**src/rtl/cond_select_pipe_pkg.sv**
```systemverilog
// Shared definitions for the conditional-select pipeline: mode encodings and
// the bit layout of one output-buffer entry {data, agree, oob}.
package cond_select_pipe_pkg;

  typedef enum logic [1:0] {
    MODE_PLAIN = 2'd0,
    MODE_AGREE = 2'd1,
    MODE_HOLD  = 2'd2,
    MODE_RSVD  = 2'd3   // treated exactly like MODE_PLAIN
  } mode_e;

  // Buffer entry layout, LSB first: oob flag, agree flag, then the data word.
  localparam int ENT_OOB_BIT   = 0;
  localparam int ENT_AGREE_BIT = 1;
  localparam int ENT_DATA_LSB  = 2;

  // Total entry width for a given data width.
  function automatic int ent_width(input int data_w);
    return data_w + ENT_DATA_LSB;
  endfunction

endpackage

```
**src/rtl/cond_select_core.sv**
```systemverilog
// Purely combinational N-way select with agreement bypass and
// hold-on-out-of-range. The caller supplies the last accepted result.
module cond_select_core
  import cond_select_pipe_pkg::*;
#(
  parameter int WIDTH = 1,
  parameter int NCH   = 2,
  parameter int SELW  = 1
) (
  input  logic [SELW-1:0]      sel_i,
  input  logic [1:0]           mode_i,
  input  logic [NCH*WIDTH-1:0] src_i,
  input  logic [WIDTH-1:0]     last_i,
  output logic [WIDTH-1:0]     result_o,
  output logic                 agree_o,
  output logic                 oob_o
);

  logic [WIDTH-1:0] chosen;
  logic             eq_all;

  // Pick the indexed channel (zero when no channel matches, i.e. out of
  // range) and check whether every channel is identical to channel 0.
  always_comb begin
    chosen = '0;
    eq_all = 1'b1;
    for (int k = 0; k < NCH; k++) begin
      if (32'(sel_i) == k) chosen = src_i[k*WIDTH +: WIDTH];
      if (src_i[k*WIDTH +: WIDTH] !== src_i[WIDTH-1:0]) eq_all = 1'b0;
    end
  end

  assign oob_o = (32'(sel_i) >= 32'(NCH));

  // Apply the mode: agreement overrides the index, hold replaces an
  // out-of-range pick with the previous result; everything else is plain.
  always_comb begin
    result_o = chosen;
    agree_o  = 1'b0;
    case (mode_e'(mode_i))
      MODE_AGREE: begin
        if (eq_all) begin
          result_o = src_i[WIDTH-1:0];
          agree_o  = 1'b1;
        end
      end
      MODE_HOLD: begin
        if (oob_o) result_o = last_i;
      end
      default: ;
    endcase
  end

endmodule

```
**src/rtl/cond_select_pipe.sv**
```systemverilog
// Pipelined conditional-select unit: computes one result per accepted beat
// and queues it in a 2-entry FIFO towards the consumer.
//
// Handshakes: a beat transfers on an interface exactly in a cycle where
// valid and ready are both high at the rising edge. in_ready depends only on
// the registered occupancy (never on out_ready); out_valid/out_* show the FIFO
// head and stay stable until it is taken.
module cond_select_pipe
  import cond_select_pipe_pkg::*;
#(
  parameter int WIDTH = 1,
  parameter int NCH   = 2,
  parameter int SELW  = 1
) (
  input  logic                 clk,
  input  logic                 reset,
  input  logic                 in_valid,
  output logic                 in_ready,
  input  logic [SELW-1:0]      sel,
  input  logic [1:0]           mode,
  input  logic [NCH*WIDTH-1:0] src,
  output logic                 out_valid,
  input  logic                 out_ready,
  output logic [WIDTH-1:0]     out_data,
  output logic                 out_agree,
  output logic                 out_oob
);

  localparam int EW = ent_width(WIDTH);

  logic [EW-1:0]    mem_q [2];
  logic             rd_ptr_q, wr_ptr_q;
  logic [1:0]       count_q, count_d;
  logic [WIDTH-1:0] last_q;

  logic [WIDTH-1:0] res;
  logic             res_agree, res_oob;
  logic [EW-1:0]    ent_new, head;
  logic             accept, pop;

  cond_select_core #(
    .WIDTH (WIDTH),
    .NCH   (NCH),
    .SELW  (SELW)
  ) u_core (
    .sel_i    (sel),
    .mode_i   (mode),
    .src_i    (src),
    .last_i   (last_q),
    .result_o (res),
    .agree_o  (res_agree),
    .oob_o    (res_oob)
  );

  assign in_ready  = (count_q < 2'd2);
  assign out_valid = (count_q != 2'd0);
  assign accept    = in_valid & in_ready;
  assign pop       = out_valid & out_ready;
  assign head      = mem_q[rd_ptr_q];

  // Pack the freshly computed result into a buffer entry.
  always_comb begin
    ent_new                            = '0;
    ent_new[ENT_DATA_LSB +: WIDTH]     = res;
    ent_new[ENT_AGREE_BIT]             = res_agree;
    ent_new[ENT_OOB_BIT]               = res_oob;
  end

  // Occupancy update; accept+pop together leaves the count unchanged.
  always_comb begin
    count_d = count_q;
    case ({accept, pop})
      2'b10:   count_d = count_q + 2'd1;
      2'b01:   count_d = count_q - 2'd1;
      default: count_d = count_q;
    endcase
  end

  // Control state: occupancy, pointers and the last-result register.
  always_ff @(posedge clk) begin
    if (reset) begin
      count_q  <= '0;
      rd_ptr_q <= 1'b0;
      wr_ptr_q <= 1'b0;
      last_q   <= '0;
    end else begin
      count_q <= count_d;
      if (accept) begin
        wr_ptr_q <= ~wr_ptr_q;
        last_q   <= res;
      end
      if (pop) rd_ptr_q <= ~rd_ptr_q;
    end
  end

  // Entry storage; contents are only observed while counted as valid.
  always_ff @(posedge clk) begin
    if (accept && !reset) mem_q[wr_ptr_q] <= ent_new;
  end

  assign out_data  = out_valid ? head[ENT_DATA_LSB +: WIDTH] : '0;
  assign out_agree = out_valid & head[ENT_AGREE_BIT];
  assign out_oob   = out_valid & head[ENT_OOB_BIT];

endmodule

```
**config.mk**
```make
export PLATFORM = sky130hd
export DESIGN_NAME = cond_select_pipe
export DESIGN_NICKNAME = d
export VERILOG_FILES = /design/src/rtl/cond_select_pipe_pkg.sv /design/src/rtl/cond_select_core.sv /design/src/rtl/cond_select_pipe.sv
export SDC_FILE = /design/constraint.sdc
export NUM_CORES = 1
export LEC_CHECK = 0
export BUFFER_PORTS_ARGS = -buffer_cell sky130_fd_sc_hd__buf_2
export CAP_MARGIN = 40
export CORE_AREA = 2 2 39 41
export DETAILED_ROUTE_END_ITERATION = 6
export DIE_AREA = 0 0 41 43
export PLACE_DENSITY_LB_ADDON = 0.3
export SETUP_SLACK_MARGIN = 0.4
export SYNTH_ARGS = -nofsm -noshare
export SYNTH_HDL_FRONTEND = slang
export SYNTH_SLANG_ARGS = --single-unit
```
**constraint.sdc**
```tcl
create_clock -name clk -period 4.9 [get_ports clk]
set_clock_uncertainty 0.15 [all_clocks]
set_input_delay 0.98 -clock clk [delete_from_list [all_inputs] [get_ports clk]]
set_output_delay 0.98 -clock clk [all_outputs]
set_load 0.01 [all_outputs]
```
* Yosys cells after proc, flatten, opt, wreduce, memory -nomap -nowiden *
Memory sizes are Yosys's and may differ from the RTL's. A register that Yosys moved wholly into a read port is not among the register bits.
Index checks and enable logic that the tools add are counted.

storage, ports and cells
  word-level logic and storage cells = 32
  register bits after elaboration = 4
  output and inout bits = 5
  memory bits (writable) = 4
  memories = 1

memories
  memory  depth  bits a word  read ports  clocked after Yosys merged registers in  wr ports  RTL line                text
  mem_q   2      2            1           1                                        1         cond_select_pipe.sv:31  logic [EW-1:0] mem_q [2];

cells by class
  reduce and logical (&&, ||, !) cells = 4
  multiplexer cells = 11
  $lt $le $gt $ge = 1
  $add $sub $neg = 2
  equal/unequal tests = 4
  bitwise operators = 6

operators with widths
  cell                   number
  $mux W1                10
  $eq A2 B1 Y1 const B   2
  $pmux W2 S2            1
  $reduce_bool A2 Y1     2
  $and A1 B1 Y1          3
  $add A2 B1 Y2 const B  1
  $eq A2 B2 Y1 const B   1
  $lt A2 B2 Y1 const B   1
  $not A1 Y1             2
  $sub A2 B1 Y2 const B  1
  $and A1 B1 Y1 const B  1
  $logic_and A1 B1 Y1    1
  $logic_not A1 Y1       1
  $nex A1 B1 Y1          1

* Depth between registers and ports, before layout *
Gate-level depths: netlist of run 1.

  depth in word-level cells = 5
  mapped depth = 6
  depth with buffers taken out = 6

* Cells and area by module *
A second synthesis of run 1 with hierarchy kept.

second synthesis, totals
  cell total of the unflattened synthesis = 47
  area total of the unflattened synthesis = 526.8 µm²

by module, submodules not included
  module            cells each  sequential area each (µm²)  area each (µm²)  instances
  cond_select_pipe  42          300.3                       483.0            1
  cond_select_core  5           0.0                         43.8             1

* Least setup slack after synthesis of run 1 *
Ideal clock, no wire load.

  kind = input to register
  start = in out_ready
  end = reg count_q[1]
  cell stages on the path = 5
  buffers on the path = 0
  data arrival time = 1.927 ns
  path slack = 2.753 ns
  required time = 4.680 ns
  cells stage by stage = o21ai_0 > inv_1 > ha_1 > or3_1 > a21oi_1

on the way
  longest elaborated chain between the ends = 3

RTL lines
  element                                            RTL line                text
  start: declaration                                 cond_select_pipe.sv:23  input logic out_ready,
  $and A1 B1 Y1 (*)                                  cond_select_pipe.sv:58  assign pop = out_valid & out_ready;
  named net pop                                      cond_select_pipe.sv:39  logic accept, pop;
  $eq A2 B1 Y1 or $eq A2 B2 Y1 (tied branches)       cond_select_pipe.sv:72  case ({accept, pop})
  $pmux W2 S2 or $reduce_bool A2 Y1 (tied branches)  n/a
  end signal: assignment                             cond_select_pipe.sv:87  count_q <= count_d;
  end: declaration                                   cond_select_pipe.sv:33  logic [1:0] count_q, count_d;

The timed path passes the listed nets; every way through them passes the cells marked *.
A chain may end at the register's enable or synchronous reset.

* Worst setup path after layout of run 1 *
  start = reg count_q[0]
  end = out out_agree

on the way
  longest elaborated chain between the ends = 2

RTL lines
  element             RTL line                 text
  $reduce_bool A2 Y1  cond_select_pipe.sv:56   assign out_valid = (count_q != 2'd0);
  $and A1 B1 Y1       cond_select_pipe.sv:102  assign out_agree = out_valid & head[ENT_AGREE_BIT];
  end: declaration    cond_select_pipe.sv:25   output logic out_agree,

Every way passes these cells.

==> results of run 1 <==
-- synth_stat cells --
cell type / number / area (um^2)
buf_4: 1 / 7.51
or3_1: 1 / 6.26
nor3b_1: 2 / 15.0
inv_1: 3 / 11.3
conb_1: 1 / 3.75
o21ai_0: 2 / 10.0
dfxtp_1: 5 / 100
mux2i_1: 2 / 20.0
nor3_1: 1 / 5.00
ha_1: 1 / 12.5
edfxtp_1: 4 / 120
a21oi_1: 1 / 5.00
nand2b_1: 1 / 6.26
mux2_2: 1 / 11.3
nor2_1: 7 / 26.3
xor2_1: 4 / 35.0
xnor2_1: 1 / 8.76
-- worst max-delay path by stage --
stage,slack (ns),startpoint,cells past startpoint,endpoint
after floorplan,2.75,out_ready,5,count_q[1]
after global placement,2.60,out_ready,6,count_q[1]
after detailed placement,2.58,out_ready,6,count_q[1]
after CTS,2.71,count_q[0],3,out_agree
after global routing,2.69,count_q[1],3,out_data
final,2.74,count_q[0],3,out_agree
-- metal layers --
metal	share of wire (%)	global-route usage (%)
met2	54	14.1
met1	43	8.31
met4	0	8.00
met3	3.2	1.57
met5	0	0
-- power by group through the flow --
stage / clock network (mW) / registers [mW] / logic, mW
after floorplan: 0 / 0.114 / 0.0742
after global routing: 0.0585 / 0.120 / 0.117
after global placement: 0 / 0.118 / 0.101
after CTS: 0.0559 / 0.117 / 0.104
after detailed placement: 0 / 0.119 / 0.103
final: 0.0541 / 0.116 / 0.101
-- stage by stage --
stage          setup WS (ns)  cell area (um^2)  std cells  total power [mW]
6_report                2.74               503         69             0.272
5_1_grt                 2.69               503         69             0.296
4_1_cts                 2.71               503         69             0.276
3_5_place_dp            2.58               477         65             0.222
3_3_place_gp            2.60               477         65             0.220
2_1_floorplan           2.75               404         38             0.189
-- critical path, delay by kind of cell, from the launching register on --
family | cells | cell delay, ns
flops | 1 | 0.35
buf+inv | 1 | 0.14
simple gates | 2 | 0.28
-- kinds of logic (layout without fill, tap and decap cells) --
kind of cell             Yosys count  in the layout  share of synthesized area, %
other                              1              1                         0.928
AND/OR/NAND/NOR                   12             12                          14.6
AO/OA/AOI/OAI                      3              3                          3.71
buffers and inverters              4             19                          4.64
XOR/XNOR                           5              5                          10.8
adder cells (fa/ha/maj)            1              1                          3.10
flip-flops                         9              9                          54.5
multiplexers                       3              3                          7.74
-- cell type report --
cell class | instances | area, um^2 | area share, %
Sequential cell | 9 | 220 | 43.8
Multi-Input combinational cell | 25 | 165 | 32.8
Timing Repair Buffer | 12 | 60.1 | 11.9
Clock buffer | 4 | 26.3 | 5.22
Tap cell | 16 | 20.0 | 3.98
Inverter | 3 | 11.3 | 2.24
==> results summary, run 1 <==
The peak supply drop came out at 0.150 mV. After synthesis, flip-flops and latches occupy 54.5% of the total area. For the worst flop-to-flop path, the logic depth is 5.

After filler insertion, the fill cell instance count of the layout stands at 143. In this run the remaining antenna-violating nets after routing total 0. The residual DRC count came out at 0.

The fraction of final layout cells with drive strength greater than 1 came out at 30.2%. The worst setup path is of the reg -> out kind. The post-detailed-route via-to-cell ratio came out at 4.23. The area of the core came out at 1380 um^2. The worst setup path is captured at an output pin. The I/O pin count is 14. In the layout the commonest cells are buf_2 (12), nor2_1 (7), dfxtp_1 (5), xor2_1 (4), edfxtp_1 (4). The part of the total power dissipated in sequential elements came out at 42.9%.

The die area came out at 1760 um^2. The count of different cell masters after synthesis is 17. The cell-internal power came out at 179 uW. The synthesized netlist net count is 48. Final hold analysis gives a worst-case slack of 0.358 ns. The post-cts hold buffer count came out at 0.

Net switching is 34.0% of the power. The relative contribution of combinational cells to total power is 37.2%. The detail-routed net length per standard cell is 8.54 um. The area overhead of the layout relative to synthesis is 24.5%. The floorplan step set the die width to 41 um.

CTS built an H-tree with a depth of 1. The number of iterations in the first detailed-routing pass came out at 4. Along the worst path, the maximum fanout reaches 4. The number of global-route vias before repair is 290. In this run, the number of DRC markers left after iteration 0 of detailed routing was 9. Summed over all cells, the static leakage comes to 0.224 nW. The max-slew violation total from the final report came out at 0. The required time reported for the critical path endpoint came out at 3.77 ns. Once the floorplan was initialized, standard cells occupied 29.2% of the core.

The first-pass GRT wire length is 1010 um. Of the available clock period, the critical path in the final layout requires 44.0%. 0 antenna diodes ended up in the layout. Data on the critical path arrives at its endpoint at 1.03 ns. The post-synth design cell area is 404 um^2. TritonCTS built the clock tree. The net load switching power is 92.5 uW.

The kind of start point of the critical path is a flop. The total of buffers placed on input and output ports is 12. Cells fill 36.3% of the core in the end. Max-cap violations in this run came to 0. The final-report setup violation count is 0. The net count reported at finish is 64. The worst path in the final design needs a cycle of 2.16 ns, including I/O delays and setup. The global routing usage summed across all routing layers is 8.62%.

After clock tree synthesis, the clock-pin slew on the worst setup and hold paths is 0.06 ns. The flop and latch count out of synthesis came out at 9. The pin count of the biggest net entering global routing came out at 8.

The total overflow left after global routing is 0. The total wire length came out at 589 um. The number of rows in the core area is 14. The endpoint identified for the worst register-to-register timing path is count_q[1].

The number of instances in the synthesized netlist is 38. The startpoint identified for the worst register-to-register timing path is count_q[0]. The total setup buffers inserted after CTS came out at 0.

The tree built by TritonCTS fans out to 9 sinks. The clock tree root driver cell is clkbuf_4. The average footprint of a synthesized cell is 10.6 um^2. The worst hold path depth came out at 2. In this run the deepest clock path goes through 2 buffers. Summed over all failing endpoints, the final setup total negative slack is 0 ns. The die extent in y is 43 um. On the worst path, the slowest cell contributes a delay of 0.35 ns. The hold violation total from the final report is 0.

In this run the most critical hold path is launched from rd_ptr_q. The signal on the critical path passes through nor2_1 -> nor2_1 -> buf_2. The leading cell type in the layout, fill and taps excluded is buf_2. The cell with the biggest individual delay on the critical path is dfxtp_1. The relative contribution of the clock network to total power is 19.9%.

The post-cts sizing count came out at 0. The run finished with clean final reports. Setup repair after global routing left no endpoint under its margin. The path class of the tightest hold or removal check is reg -> reg. The slack of the worst reg-to-reg path came out at 3.15 ns. Dividing total power by cell area gives a power density of 540 nW/um^2. The most frequent cell on the critical path is nor2_1. The half-perimeter wire length after placement came out at 475 um.

The maximum clock rate came out at 0.464 GHz. The initial antenna violation count is 0. The Yosys warning count came out at 0. At the end of routability-driven placement, the weighted congestion stood at 0.710. The source-to-sink clock delay at the later pin of the worst-skew pair is 0.25 ns. The clock buffer count from CTS is 3. The detailed router placed 292 vias in this run.
Note: power is estimated with default switching activity, not from simulation.
==> run 2: changes to the inputs <==
clock period = 2.1 ns   (was 4.9 ns; I/O delays follow)
==> run 2 against run 1 <==
  * Global-route usage rose by 0.81 points
  * Sequential power up 140%
  * Hold slack got worse by 0.11 ns
  * Via count fell by 1.4%
  * Critical path type unchanged
  * Largest power group unchanged
==> results summary, run 2 (synthesized netlist as in run 1, its figures left out) <==
The number of iterations in the first detailed-routing pass is 2. The number of DRC violations after detailed-routing iteration 0 came out at 2. The I/O pin count came out at 14. In this run the worst hold path is classified as in -> reg. The setup slack after placement is 0.332 ns. The remaining number of nets flagged by the antenna check after routing came out at 0. The residual DRC count is 0. After detailed routing, the total wire length is 618 um. Setup repair after global routing left no endpoint under its margin.

The clock buffer count from CTS is 3. The worst-path maximum fanout came out at 4. The standby leakage power came out at 0.224 nW. The initial antenna violation count is 0. The hold violation total from the final report came out at 0. In the layout the commonest cells are buf_2 (12), nor2_1 (7), dfxtp_1 (5), xor2_1 (4), edfxtp_1 (4). In this run, placement finished with an instance count of 65.

The die extent in y is 43 um. The first-pass GRT wire length came out at 1060 um. The post-detailed-route via-to-cell ratio is 4.17. The leading cell type in the layout, fill and taps excluded is buf_2.

The final RePlAce weighted congestion came out at 0.663. The floorplan step defined a core boundary enclosing 1380 um^2. The clock period minus final worst setup slack is 1.60 ns.

The share of the core filled with cells is 37.7%. The critical path arrival is 1.03 ns. The net count reported at finish came out at 64. For this design, the sink count on the clock tree is 9. In this run the horizontal extent of the chip is 41 um. The detail-routed net length per standard cell came out at 8.96 um. The pin count of the biggest net entering global routing is 8.

The combined flip-flop and latch cell area is 220 um^2. The total of buffers placed on input and output ports came out at 12. The max-slew violation total from the final report is 0.

TritonCTS built the clock tree. After filler insertion, the fill cell instance count of the layout stands at 148. The final-report setup violation count is 0. CTS built an H-tree with a depth of 1.

The tree is rooted in a clkbuf_4. The kind of critical path is reg -> out. The post-route netlist has 35.8% of its cells at a drive strength greater than 1. The peak supply drop is 0.462 mV.

The final route contains 288 vias. The total power divided by cell area is 1280 nW/um^2. The total setup buffers inserted after CTS came out at 0.

The worst-case setup margin in the final layout came out at 0.502 ns. The clock transition at the registers of the reported paths is 0.06 ns. The share of the clock period used by the worst path is 76.1%. From synthesis to final layout, the design area changed by 29.1%. The required time reported for the critical path endpoint came out at 1.53 ns.

Global routing used 9.43% of the available tracks across all layers. The half-perimeter wire length after placement is 497 um. The die area came out at 1760 um^2. The number of global-route vias before repair came out at 286. The number of rows in the core area came out at 14. The longest clock path from root to sink contains 2 buffers. Leaving out filler cells and counting taps, the final layout contains 69. The post-cts hold buffer count came out at 0. The area used by multi-input combinational logic came out at 184 um^2.

The number of max-cap violations is 0. The final sum of negative setup slack came out at 0 ns. The maximum clock rate is 0.626 GHz. The source-to-sink clock delay at the later pin of the worst-skew pair came out at 0.26 ns. The element type at the critical path end is an output pin. The final antenna diode count is 0.

The run finished with clean final reports. The initial cell density of the core is 29.2%. The total global routing overflow is 0. The worst setup path is launched from a flop.
[run 2: where the power goes]
part           internal (mW)  switching [mW]  total, mW  leakage, nW
Combinational          0.129           0.132      0.260        0.131
Sequential             0.233          0.0422      0.275       0.0784
Clock                 0.0731          0.0577      0.131       0.0150
[run 2: critical path, cell delays in order, from the launching register on]
cell and delay (ns):
dfxtp_1 0.36, nor2_1 0.20, nor2_1 0.07, buf_2 0.14
[run 2: worst paths after layout]
path | start | endpoint | slack (ns) | cells after the start
max | count_q[0] | out_agree | 0.50 | 3
min | reset | count_q[1] | 0.25 | 2
max reg2reg | count_q[0] | count_q[1] | 0.52 | 6
min reg2reg | rd_ptr_q | rd_ptr_q | 0.37 | 2
[run 2: through the flow]
stage / power, mW / cell area [um^2] / hold WS, ns
2_1_floorplan: 0.440 / 404 / 0.322
3_3_place_gp: 0.513 / 477 / 0.345
3_5_place_dp: 0.518 / 477 / 0.352
4_1_cts: 0.652 / 503 / 0.248
5_1_grt: 0.736 / 522 / 0.262
6_report: 0.666 / 522 / 0.249
[run 2: final cells by class]
| type | count | area share, % |
|---|---|---|
| Clock buffer | 4 | 5.04 |
| Inverter | 3 | 2.16 |
| Multi-Input combinational cell | 25 | 35.3 |
| Sequential cell | 9 | 42.2 |
| Tap cell | 16 | 3.84 |
| Timing Repair Buffer | 12 | 11.5 |
[run 2: routing by layer]
metal / routed length [um] / up-vias / track usage (%)
met1: 249 / 124 / 8.97
li1: - / 154 / -
met3: 20 / 2 / 1.57
met2: 333 / 8 / 15.0
met5: 0 / - / 0
met4: 14 / 0 / 10.0
[run 2: repair_timing]
item | in CTS | in global routing
gates resized for setup | 1 | 3
setup endpoints to repair | 1 | 1
cloned | 0 | 0
==> run 3: changes to the inputs <==
clock period = 1.6 ns   (was 2.1 ns; I/O delays follow)
==> run 3 against run 2 <==
  * Design area increased by 17%
  * Flip-flop and latch count unchanged
  * Global-route usage decreased by 0.63 points
  * Cell count increased by 8.7%
  * Critical path depth increased by 3
  * Hold slack got worse by 0.062 ns
  * Worst setup slack got worse by 0.39 ns
  * Count of clock-buffer cells in the layout unchanged
  * Sequential power increased by 40%
==> results summary, run 3 (synthesized netlist as in run 1, its figures left out) <==
The total via count after detailed routing came out at 319. The critical path arrival is 1.52 ns. The area overhead of the layout relative to synthesis came out at 51.4%. The maximum clock insertion buffer count is 2.

The number of iterations in the first detailed-routing pass is 4. The placed instances occupy a cell area of 514 um^2. TritonCTS built the clock tree.

The worst min-delay path endpoint is count_q[1]. In this run the critical register-to-register path is captured at count_q[1]. In this run the clock root is driven by a clkbuf_4.

The final sum of negative setup slack is 0 ns. In this run the most critical hold path is launched from reset. The number of hold buffers added after CTS was 0.

Leaving out fill and tap cells, the most frequent cell in the layout is buf_2. The die is 43 um tall. The clock period minus final worst setup slack is 1.49 ns.

The slack of the worst reg-to-reg path is 0.11 ns. Across the run, the number of max-cap violations was 0. The pin count of the biggest net entering global routing is 8. The clock buffer count from CTS is 3. The final hold slack came out at 0.188 ns. Dividing total power by cell area gives a power density of 1700 nW/um^2.

In the layout the commonest cells are buf_2 (12), nor2_1 (6), xor2_1 (4), edfxtp_1 (4), buf_4 (4). The worst-path maximum fanout is 6. In this run the core area contains 14 standard-cell rows. The max-slew violation total from the final report came out at 0. Setup repair after global routing could not meet its margin everywhere.

Buffers placed on the I/O ports in this run total 12. After clock tree synthesis, the clock-pin slew on the worst setup and hold paths is 0.06 ns. STA classifies the critical path startpoint as a flop. The half-perimeter wire length after placement came out at 519 um. The peak supply drop came out at 0.999 mV. Summing all non-filler instances in the final layout gives an area of 612 um^2. The number of cell instances on the worst register-to-register path is 6. The count of nets left with antenna violations once routing finished came out at 0. The fraction of final layout cells with drive strength greater than 1 is 54.2%. The worst setup path is captured at a flop. The detail-routed net length per standard cell came out at 8.73 um. The total global routing overflow is 0. The hold violation total from the final report came out at 0. In this run the static leakage power is 0.266 nW. The min-delay analysis places its worst path in the category in -> reg. The area of the core came out at 1380 um^2. After layout, the design draws a total of 1.04 mW. The number of global-route vias before repair came out at 273. The source-to-sink clock delay at the later pin of the worst-skew pair is 0.25 ns.

The reg-to-reg critical path startpoint is count_q[1]. The final RePlAce weighted congestion came out at 0.680. The first global-routing pass estimated 986 um of wire. The total wire length is 655 um. The maximum clock rate came out at 0.671 GHz. The width of the die came out at 41 um. The initial cell density of the core came out at 29.2%.

The post-detailed-route via-to-cell ratio is 4.25. The worst hold path depth is 2. The flow ran to the end, and the final reports show no timing, DRC or antenna violations.

The residual DRC count is 0. The count of fill cells added during filler insertion came out at 136. The initial antenna violation count is 0.

The share of the clock period used by the worst path came out at 93.2%. The number of sinks handled by clock tree synthesis is 9. STA puts the critical path data required time at 1.63 ns. The floorplan step defined a die boundary enclosing 1760 um^2. In this run the number of H-tree levels came out at 1. 0 antenna diodes ended up in the layout.

The I/O pin count came out at 14. The net count reported at finish came out at 70. The setup path with the least slack is of type reg -> reg. The number of DRC violations after detailed-routing iteration 0 came out at 2.

Across every metal layer, demand over resource in global routing totals 8.81%. Setup violations remaining at the end of the flow were counted as 0.
==> run 3: metrics by stage <==
| stage | setup WS, ns | cells | util [%] |
|---|---|---|---|
| floorplan | 0.155 | 38 | - |
| global route | 0.0128 | 75 | 44.2 |
| global placement | 0.0922 | 66 | 37.2 |
| detailed placement | 0.0907 | 66 | 37.2 |
| CTS | 0.0981 | 72 | 41.1 |
| finish | 0.109 | 75 | 44.2 |
==> run 3: layer usage <==
metal  vias up  share of wire (%)  global-route usage, %
li1        166                  -                      -
met3         2                5.3                   3.14
met2         8                 49                   13.8
met1       143                 44                   8.25
met4         0                1.2                   8.00
met5         -                  0                      0
==> run 3: how the worst max path moves through the flow <==
stage | start | slack (ns) | end
floorplan | count_q[1] | 0.15 | count_q[1]
global placement | count_q[1] | 0.09 | count_q[1]
detailed placement | count_q[1] | 0.09 | count_q[1]
CTS | count_q[1] | 0.1 | count_q[1]
global route | count_q[1] | 0.01 | count_q[1]
finish | count_q[1] | 0.11 | count_q[1]
==> run 3: timing repair <==
item,4_1_cts,5_1_grt
setup endpoints to repair,10,10
pin swaps,2,1
setup buffers,2,3
resized for setup,5,5
==> run 3: power breakdown <==
group / switching [mW] / internal [mW]
logic: 0.212 / 0.277
clock network: 0.0710 / 0.0956
registers: 0.0665 / 0.318
total: 0.350 / 0.690
==> run 3: final cells by class <==
cell class	instances	area (um^2)	area share, %
timing repair buffer	18	113	18.4
tap	16	20.0	3.27
sequential	9	226	37.0
multi-input combinational	25	215	35.2
clock buffer	4	26.3	4.29
inverter	3	11.3	1.84
==> run 3: critical path, cell delays in order, from the launching register on <==
cell and delay [ns]:
dfxtp_4 0.37, o21ai_4 0.13, inv_2 0.06, ha_4 0.15, xnor2_1 0.13, or3_1 0.31
a21oi_1 0.12
